<file path="src/rtl/div4bit_seq_if.sv">
// Handshake and result bundle for the sequential restoring divider.
// The bench drives it through the master modport and the divider through the slave modport.
interface div4bit_seq_if #(parameter int N = 4);
  logic         start;
  logic [N-1:0] a;
  logic [N-1:0] b;
  logic [N-1:0] q;
  logic [N-1:0] r;
  logic         busy;
  logic         done;
  logic         dbz;

  modport master (output start, a, b, input  q, r, busy, done, dbz);
  modport slave  (input  start, a, b, output q, r, busy, done, dbz);
endinterface

</file>
<file path="src/rtl/div4bit_seq.sv">
// Sequential unsigned restoring divider: one quotient bit per clock, N steps per divide.
// Divide-by-zero bypasses the iteration and reports q = all ones, r = a, dbz = 1.
module div4bit_seq #(
  parameter int N = 4
) (
  input  logic          clk,
  input  logic          rst,
  div4bit_seq_if.slave  bus
);
  localparam int CW = $clog2(N + 1);

  typedef enum logic [1:0] {IDLE, RUN, DONE} state_t;

  state_t        state_q, state_d;
  logic [N-1:0]  dvd_q, dvd_d;
  logic [N-1:0]  dvs_q, dvs_d;
  logic [N:0]    rem_q, rem_d;
  logic [CW-1:0] cnt_q, cnt_d;
  logic [N-1:0]  q_q, q_d;
  logic [N-1:0]  r_q, r_d;
  logic          busy_q, busy_d;
  logic          done_q, done_d;
  logic          dbz_q, dbz_d;

  logic [N:0]    rem_sh;
  logic [N:0]    rem_sub;
  logic          qbit;

  always_comb begin
    state_d = state_q;
    dvd_d   = dvd_q;
    dvs_d   = dvs_q;
    rem_d   = rem_q;
    cnt_d   = cnt_q;
    q_d     = q_q;
    r_d     = r_q;
    busy_d  = busy_q;
    done_d  = 1'b0;
    dbz_d   = dbz_q;

    // The dividend register doubles as the quotient shift register; N+1-bit compare avoids overflow.
    rem_sh  = {rem_q[N-1:0], dvd_q[N-1]};
    rem_sub = rem_sh - {1'b0, dvs_q};
    qbit    = (rem_sh >= {1'b0, dvs_q});

    case (state_q)
      IDLE: begin
        if (bus.start) begin
          if (bus.b == '0) begin
            q_d     = '1;
            r_d     = bus.a;
            dbz_d   = 1'b1;
            done_d  = 1'b1;
            busy_d  = 1'b0;
            state_d = DONE;
          end else begin
            dvd_d   = bus.a;
            dvs_d   = bus.b;
            rem_d   = '0;
            cnt_d   = CW'(N);
            busy_d  = 1'b1;
            state_d = RUN;
          end
        end
      end
      RUN: begin
        rem_d = qbit ? rem_sub : rem_sh;
        dvd_d = {dvd_q[N-2:0], qbit};
        cnt_d = cnt_q - CW'(1);
        if (cnt_q == CW'(1)) begin
          q_d     = dvd_d;
          r_d     = rem_d[N-1:0];
          dbz_d   = 1'b0;
          busy_d  = 1'b0;
          done_d  = 1'b1;
          state_d = DONE;
        end
      end
      DONE:    state_d = IDLE;
      default: state_d = IDLE;
    endcase
  end

  always_ff @(posedge clk or posedge rst) begin
    if (rst) begin
      state_q <= IDLE;
      dvd_q   <= '0;
      dvs_q   <= '0;
      rem_q   <= '0;
      cnt_q   <= '0;
      q_q     <= '0;
      r_q     <= '0;
      busy_q  <= 1'b0;
      done_q  <= 1'b0;
      dbz_q   <= 1'b0;
    end else begin
      state_q <= state_d;
      dvd_q   <= dvd_d;
      dvs_q   <= dvs_d;
      rem_q   <= rem_d;
      cnt_q   <= cnt_d;
      q_q     <= q_d;
      r_q     <= r_d;
      busy_q  <= busy_d;
      done_q  <= done_d;
      dbz_q   <= dbz_d;
    end
  end

  assign bus.q    = q_q;
  assign bus.r    = r_q;
  assign bus.busy = busy_q;
  assign bus.done = done_q;
  assign bus.dbz  = dbz_q;
endmodule

</file>
<file path="src/flat_wrapper.sv">
// flat-port wrapper written by rule: the top's interface ports become plain ports
module div4bit_seq_flat 
#(
  parameter int N = 4
)
  (clk, rst, bus_start, bus_a, bus_b, bus_q, bus_r, bus_busy, bus_done, bus_dbz);
  div4bit_seq_if #(.N(N)) bus_i ();
  input  logic clk;
  input  logic rst;
  input wire logic [$bits(bus_i.start)-1:0] bus_start;
  input wire logic [$bits(bus_i.a)-1:0] bus_a;
  input wire logic [$bits(bus_i.b)-1:0] bus_b;
  output wire logic [$bits(bus_i.q)-1:0] bus_q;
  output wire logic [$bits(bus_i.r)-1:0] bus_r;
  output wire logic [$bits(bus_i.busy)-1:0] bus_busy;
  output wire logic [$bits(bus_i.done)-1:0] bus_done;
  output wire logic [$bits(bus_i.dbz)-1:0] bus_dbz;
  assign bus_i.start = bus_start;
  assign bus_i.a = bus_a;
  assign bus_i.b = bus_b;
  assign bus_q = bus_i.q;
  assign bus_r = bus_i.r;
  assign bus_busy = bus_i.busy;
  assign bus_done = bus_i.done;
  assign bus_dbz = bus_i.dbz;
  div4bit_seq #(.N(N)) u_core (.clk(clk), .rst(rst), .bus(bus_i));
endmodule
</file>
<file path="config.mk">
export PLATFORM = sky130hd
export DESIGN_NAME = div4bit_seq_flat
export DESIGN_NICKNAME = d
export VERILOG_FILES = /design/src/rtl/div4bit_seq_if.sv /design/src/rtl/div4bit_seq.sv /design/src/flat_wrapper.sv
export SDC_FILE = /design/constraint.sdc
export NUM_CORES = 1
export LEC_CHECK = 0
export CAP_MARGIN = 20
export CORE_UTILIZATION = 25
export CTS_BUF_LIST = sky130_fd_sc_hd__clkbuf_4 sky130_fd_sc_hd__clkbuf_8
export CTS_CLUSTER_SIZE = 16
export DETAILED_ROUTE_END_ITERATION = 16
export SLEW_MARGIN = 20
export SYNTH_ARGS = -nofsm -noshare
export SYNTH_HDL_FRONTEND = slang
export SYNTH_SLANG_ARGS = --single-unit
</file>
<file path="constraint.sdc">
create_clock -name clk -period 2.55 [get_ports clk]
set_input_delay 0.6375 -clock clk [delete_from_list [all_inputs] [get_ports clk]]
set_output_delay 0.6375 -clock clk [all_outputs]
set_load 0.05 [all_outputs]
</file>
# ---- Word level (Yosys, flattened, before mapping)
# Index checks and enable logic that the tools add are counted.
dict set report totals {
  input_bits 11
  output_inout_bits 11
  register_bits 28
}
dict set report op_classes {
  bitwise 1
  eq_ne 6
  muxes 33
  n_lt_le_gt_ge 1
  addsub 2
  n_reduce_logical 8
}
# operator count
set ops {}
lappend ops {{4-bit two-way mux} 11}
lappend ops {{4-bit case mux with 2 select lines} 4}
lappend ops {{3-bit AND reduction} 3}
lappend ops {{1-bit two-way mux} 8}
lappend ops {{2-bit two-way mux} 3}
lappend ops {{3-bit two-way mux} 2}
lappend ops {{1-bit case mux with 2 select lines} 3}
lappend ops {{3-bit case mux with 2 select lines} 1}
lappend ops {{5-bit by 4-bit greater-or-equal comparator with 1-bit output} 1}
lappend ops {{4-bit zero test} 1}
lappend ops {{2-bit by 1-bit != test with 1-bit output, second input constant} 2}
lappend ops {{2-bit != test, second input constant} 2}
lappend ops {{2-bit case mux with 2 select lines} 1}
lappend ops {{4-bit AND reduction} 1}
lappend ops {{4-bit subtractor} 1}
lappend ops {{3-bit by 1-bit == test with 1-bit output, second input constant} 1}
lappend ops {{3-bit by 1-bit subtractor with 3-bit output, second input constant} 1}
lappend ops {{2-bit by 1-bit == test with 1-bit output, second input constant} 1}
lappend ops {{2-bit zero test} 1}
lappend ops {{2-bit AND reduction} 1}
lappend ops {{2-bit nonzero test} 1}
lappend ops {{1-bit NOT} 1}

# ---- Depth between registers and ports, before layout
dict set report logic_depth {
  depth_word 4
  ltp_mapped 7
  mapped_depth_nobuf 7
}

# ---- Worst setup path after synthesis
# Ideal clock, no wire load.
dict set report synth_timing {
  path_type {input to register}
  from {in bus_b[3]}
  to {reg u_core.r_q[0] (netlist: u_core.bus.r[0])}
  required_time_ns 2.408
  setup_slack_ns 0.670
  stages 5
  setup_ns 0.142
  arrival_time_ns 1.738
  cell_sequence {or4_4 -> o2bb2ai_4 -> and2_4 -> buf_6 -> a41oi_1}
}
dict set report synth_between {
  elab_chain_cells 3
}
# item line_no
set synth_rtl {}
lappend synth_rtl {{start: declaration} flat_wrapper.sv:12} ;# input wire logic [$bits(bus_i.b)-1:0] bus_b;
lappend synth_rtl {{4-bit zero test} div4bit_seq.sv:49} ;# if (bus.b == '0) begin
lappend synth_rtl {{2-bit by 1-bit != test with 1-bit output (no source line)} -}
lappend synth_rtl {{4-bit AND reduction (no source line)} -}
lappend synth_rtl {{end signal: assignment} div4bit_seq.sv:103} ;# r_q <= r_d;
lappend synth_rtl {{end: declaration} div4bit_seq.sv:20} ;# logic [N-1:0] r_q, r_d;
# No other way between the ends.
# A chain may end at the register's enable or synchronous reset.

# ---- Final worst setup path
dict set report layout_timing {
  from {reg u_core.r_q[2] (netlist: u_core.bus.r[2])}
  to {out bus_r[2]}
}
# item line_no
set layout_lines {}
lappend layout_lines {{end: declaration} flat_wrapper.sv:14} ;# output wire logic [$bits(bus_i.r)-1:0] bus_r;
# No word-level cell between the ends.

==> results.txt <==
* Number of H-tree branching levels: 1
* Die outline width: 78.26 µm
* Shortest clock period the worst path allows after layout: 2.114 ns
* Critical path required time: 1.91 ns
- Number of antenna repair diodes: 0
- Entering global routing, the biggest net connects 29 pins.
- At the pin with the least slew margin, the transition time is 0.5044 ns.
* Final Setup Violations: 0
- Post-synthesis cell area: 0.001454 mm²
* Power Internal: 1.496 mW
* TritonCTS clock tree: done
- Global routing usage summed across all routing layers: 11.11%
* Kind of cell adding the most delay to the critical path: buffers and inverters
* Max-cap violations: 0
* Part of the total power dissipated in the clock network: 12.9%
- Global-route wire length before repair: 5257 µm
* Biggest fanout along the worst timing path: 2
- Final weighted congestion in routability-driven placement: 0.8098
- Syn Inst Count: 138
- Synthesis warning total: 0
* Static power due to leakage: 0.8051 nW
- Relative to the synthesized area, the layout overhead comes to 26.68%.
* Type of destination of the critical path: output port
* Post-route design area: 0.001842 mm²
- The flow ran to the end, and the final reports show no timing, DRC or antenna violations.
- Count of hold buffers inserted by post-cts repair: 0
- At the later pin of the worst-skew pair, clock insertion delay measures 0.27 ns.
- After the first detailed-routing iteration, the DRC count stood at 43.
- Walking the worst path, the cells encountered are clkdlybuf4s50_1.
* Residual overflow from global routing: 0
- In this run, synthesis inferred 0 flip-flops with an integrated enable.
- After detailed routing, the average wire length per cell comes to 13.57 µm.
- The routed design has 3216 µm of wire.
- Data on the critical path arrives at its endpoint at 1.48 ns.
- Overall power of the completed layout: 2.722 mW
- Type of the most critical hold path: flip-flop to flip-flop
* Most common cell in the synthesized netlist: sky130_fd_sc_hd__dfrtp_1
- Share of synthesized registers carrying an async set or reset: 100.0%
* Die Outline Area: 0.006125 mm²
- During placement, the flow inserted port buffers numbering 21.
* Post-cts repair resize count: 0
* Top post-synthesis cells by area: sky130_fd_sc_hd__dfrtp_1 (48%), sky130_fd_sc_hd__nand2_1 (5.4%), sky130_fd_sc_hd__ha_1 (5.2%)
* Pre-Repair DR Iteration Count: 4
- Final worst clock skew: 0.006070 ns
- Crit Path Category: flip-flop to output port
* Final period utilization: 82.90%
* Number of storage elements in the synthesis netlist: 28
- For this block, the via count after detailed routing is 1096.
- Number of global-route vias before repair: 1082
- The detail route stage leaves a number of antenna-violating nets equal to 0.
- Post-route setup TNS: 0 ns
- The biggest area contributor in the post-synthesis netlist is sky130_fd_sc_hd__dfrtp_1.
* Top achievable clock speed: 473.1 MHz
* TritonCTS Buffers: 3
- Detailed placement finished with a half-perimeter wire length of 2378 µm.
* DRC: 0
* Setup repair after global routing missed its margin: false
* Power per unit of standard cell area: 1478 mW/mm²
- Top cell types by occurrence after synthesis: sky130_fd_sc_hd__dfrtp_1 (28), sky130_fd_sc_hd__nand2_1 (21), sky130_fd_sc_hd__inv_1 (9), sky130_fd_sc_hd__o21ai_0 (9), sky130_fd_sc_hd__a21oi_1 (7)
- The worst setup path is launched from a flip-flop.
* Cell Area, Placed: 0.001770 mm²
- Number of rows in the core area: 27
* Post-synthesis net count: 156
- Endpoints failing hold: 0
- Top-level port count: 22
* Placeable core region: 0.005540 mm²
- The tree is rooted in a sky130_fd_sc_hd__clkbuf_8.
- Final number of max-transition violations: 0
- Minimum hold slack: 0.5014 ns
* Buffering stage count on the worst path with inverters included: 1
* Max transition margin: 66.27%
- In this run the mean area of a mapped cell was 10.54 µm².
- Initial antenna violation count: 0
* Switch Pwr: 1.226 mW
- After clock tree synthesis, the setup repair step added 0 buffers.
- Counting along the longest clock path gives a buffer depth of 2.
- Initial cell density of the core: 26.24%
- Sequential cells burn 30.1% of the power.
- The clock drives 28 sinks.
- Via-to-Cell Ratio: 4.624
- Post-synth top flop: sky130_fd_sc_hd__dfrtp_1
- Clock slew at reported path FFs: 0.09 ns
* Distinct cell type count after synthesis: 40
* Worst IR Drop VDD: 0.5833 mV
* Highest cell delay on the worst timing path: 0.82 ns
- Proportion of layout cells with a drive suffix above 1: 12.73%
* Combinational Power Share: 56.9%
- Net switching is 45.03% of the power.
- In the final design database the tool counted 184 nets.
- From bottom edge to top edge, the die measures 78.26 µm.
- Sequential elements use 48.19% of the synthesized area.
- The slowest stage of the critical path belongs to the cell sky130_fd_sc_hd__clkdlybuf4s50_1.
* Area share of the largest cell type after synthesis: 48.19%
==> flip-flops by register name, indices dropped and copies added, names as in the netlist <==
signal	flops
u_core.rem_q	4
u_core.bus.q	4
u_core.bus.dbz	1
u_core.state_q	2
u_core.bus.busy	1
u_core.dvs_q	4
u_core.cnt_q	3
u_core.bus.done	1
u_core.dvd_q	4
u_core.bus.r	4
==> kinds of logic after synthesis <==
group,share of synthesized area (%)
AO/OA/AOI/OAI,18.50
adder cells (fa/ha/maj),6.540
buffers and inverters,4.819
AND/OR/NAND/NOR,17.90
flip-flops,48.19
XOR/XNOR,0.6025
multiplexers,3.442
==> power by group through the flow <==
| stage | clock network [mW] | registers [mW] | logic [mW] |
|---|---|---|---|
| floorplan | 0 | 1.07 | 0.854 |
| global route | 0.380 | 0.850 | 1.70 |
| detailed placement | 0 | 0.828 | 1.55 |
| CTS | 0.362 | 0.821 | 1.56 |
| global placement | 0 | 0.828 | 1.54 |
| finish | 0.352 | 0.820 | 1.55 |
==> placed cells by master (no fill, tap or decap), types with 2 or more instances in the layout <==
master                            count
sky130_fd_sc_hd__dfrtp_1             28
sky130_fd_sc_hd__nand2_1             21
sky130_fd_sc_hd__clkdlybuf4s50_1     21
sky130_fd_sc_hd__inv_1                9
sky130_fd_sc_hd__o21ai_0              9
sky130_fd_sc_hd__a21oi_1              7
sky130_fd_sc_hd__buf_4                7
sky130_fd_sc_hd__ha_1                 6
sky130_fd_sc_hd__mux2i_1              5
sky130_fd_sc_hd__nand3_1              4
sky130_fd_sc_hd__or4_1                4
sky130_fd_sc_hd__o211ai_1             4
sky130_fd_sc_hd__nand2b_1             3
sky130_fd_sc_hd__o22a_2               3
sky130_fd_sc_hd__a22o_1               3
sky130_fd_sc_hd__clkbuf_8             3
sky130_fd_sc_hd__nor2b_1              2
sky130_fd_sc_hd__a41oi_1              2
sky130_fd_sc_hd__a31oi_1              2
==> worst paths after layout <==
kind / to / slack [ns] / start / cells after the start
max reg2reg: u_core.bus.r[2] / 0.51 / u_core.dvd_q[3] / 7
min in group asynchronous: u_core.bus.busy / 0.73 / rst / 3
min reg2reg: u_core.bus.q[1] / 0.50 / u_core.bus.q[1] / 1
max in group asynchronous: u_core.dvd_q[0] / 1.55 / rst / 3
min: u_core.bus.q[1] / 0.50 / u_core.bus.q[1] / 1
max: bus_r[2] / 0.44 / u_core.bus.r[2] / 1
==> area by class of cell <==
| cell class | count | area (µm²) |
|---|---|---|
| Sequential cell | 28 | 700.7 |
| Timing Repair Buffer | 28 | 262.8 |
| Fill cell | 570 | 3699 |
| Multi-Input combinational cell | 96 | 683.2 |
| Inverter | 9 | 33.78 |
| Tap cell | 72 | 90.09 |
| Clock buffer | 3 | 41.29 |
| Clock inverter | 1 | 30.03 |
==> metal layers <==
metal | up-vias | share of wire [%] | GRT usage, %
met4 | 0 | 0.50 | 3.704
met5 | - | 0 | 0
met3 | 2 | 4.3 | 3.023
met2 | 16 | 45 | 16.67
met1 | 528 | 50 | 15.34
li1 | 550 | - | -
==> through the flow <==
| step | util, % | setup WS (ns) | std cells |
|---|---|---|---|
| after floorplan | - | 0.6704 | 138 |
| after global placement | 31.96 | 0.2013 | 233 |
| after detailed placement | 31.96 | 0.1877 | 233 |
| after CTS | 33.24 | 0.4184 | 237 |
| after global routing | 33.24 | 0.3710 | 237 |
| final | 33.24 | 0.4362 | 237 |
No activity file was read; power rests on OpenSTA's default activity.
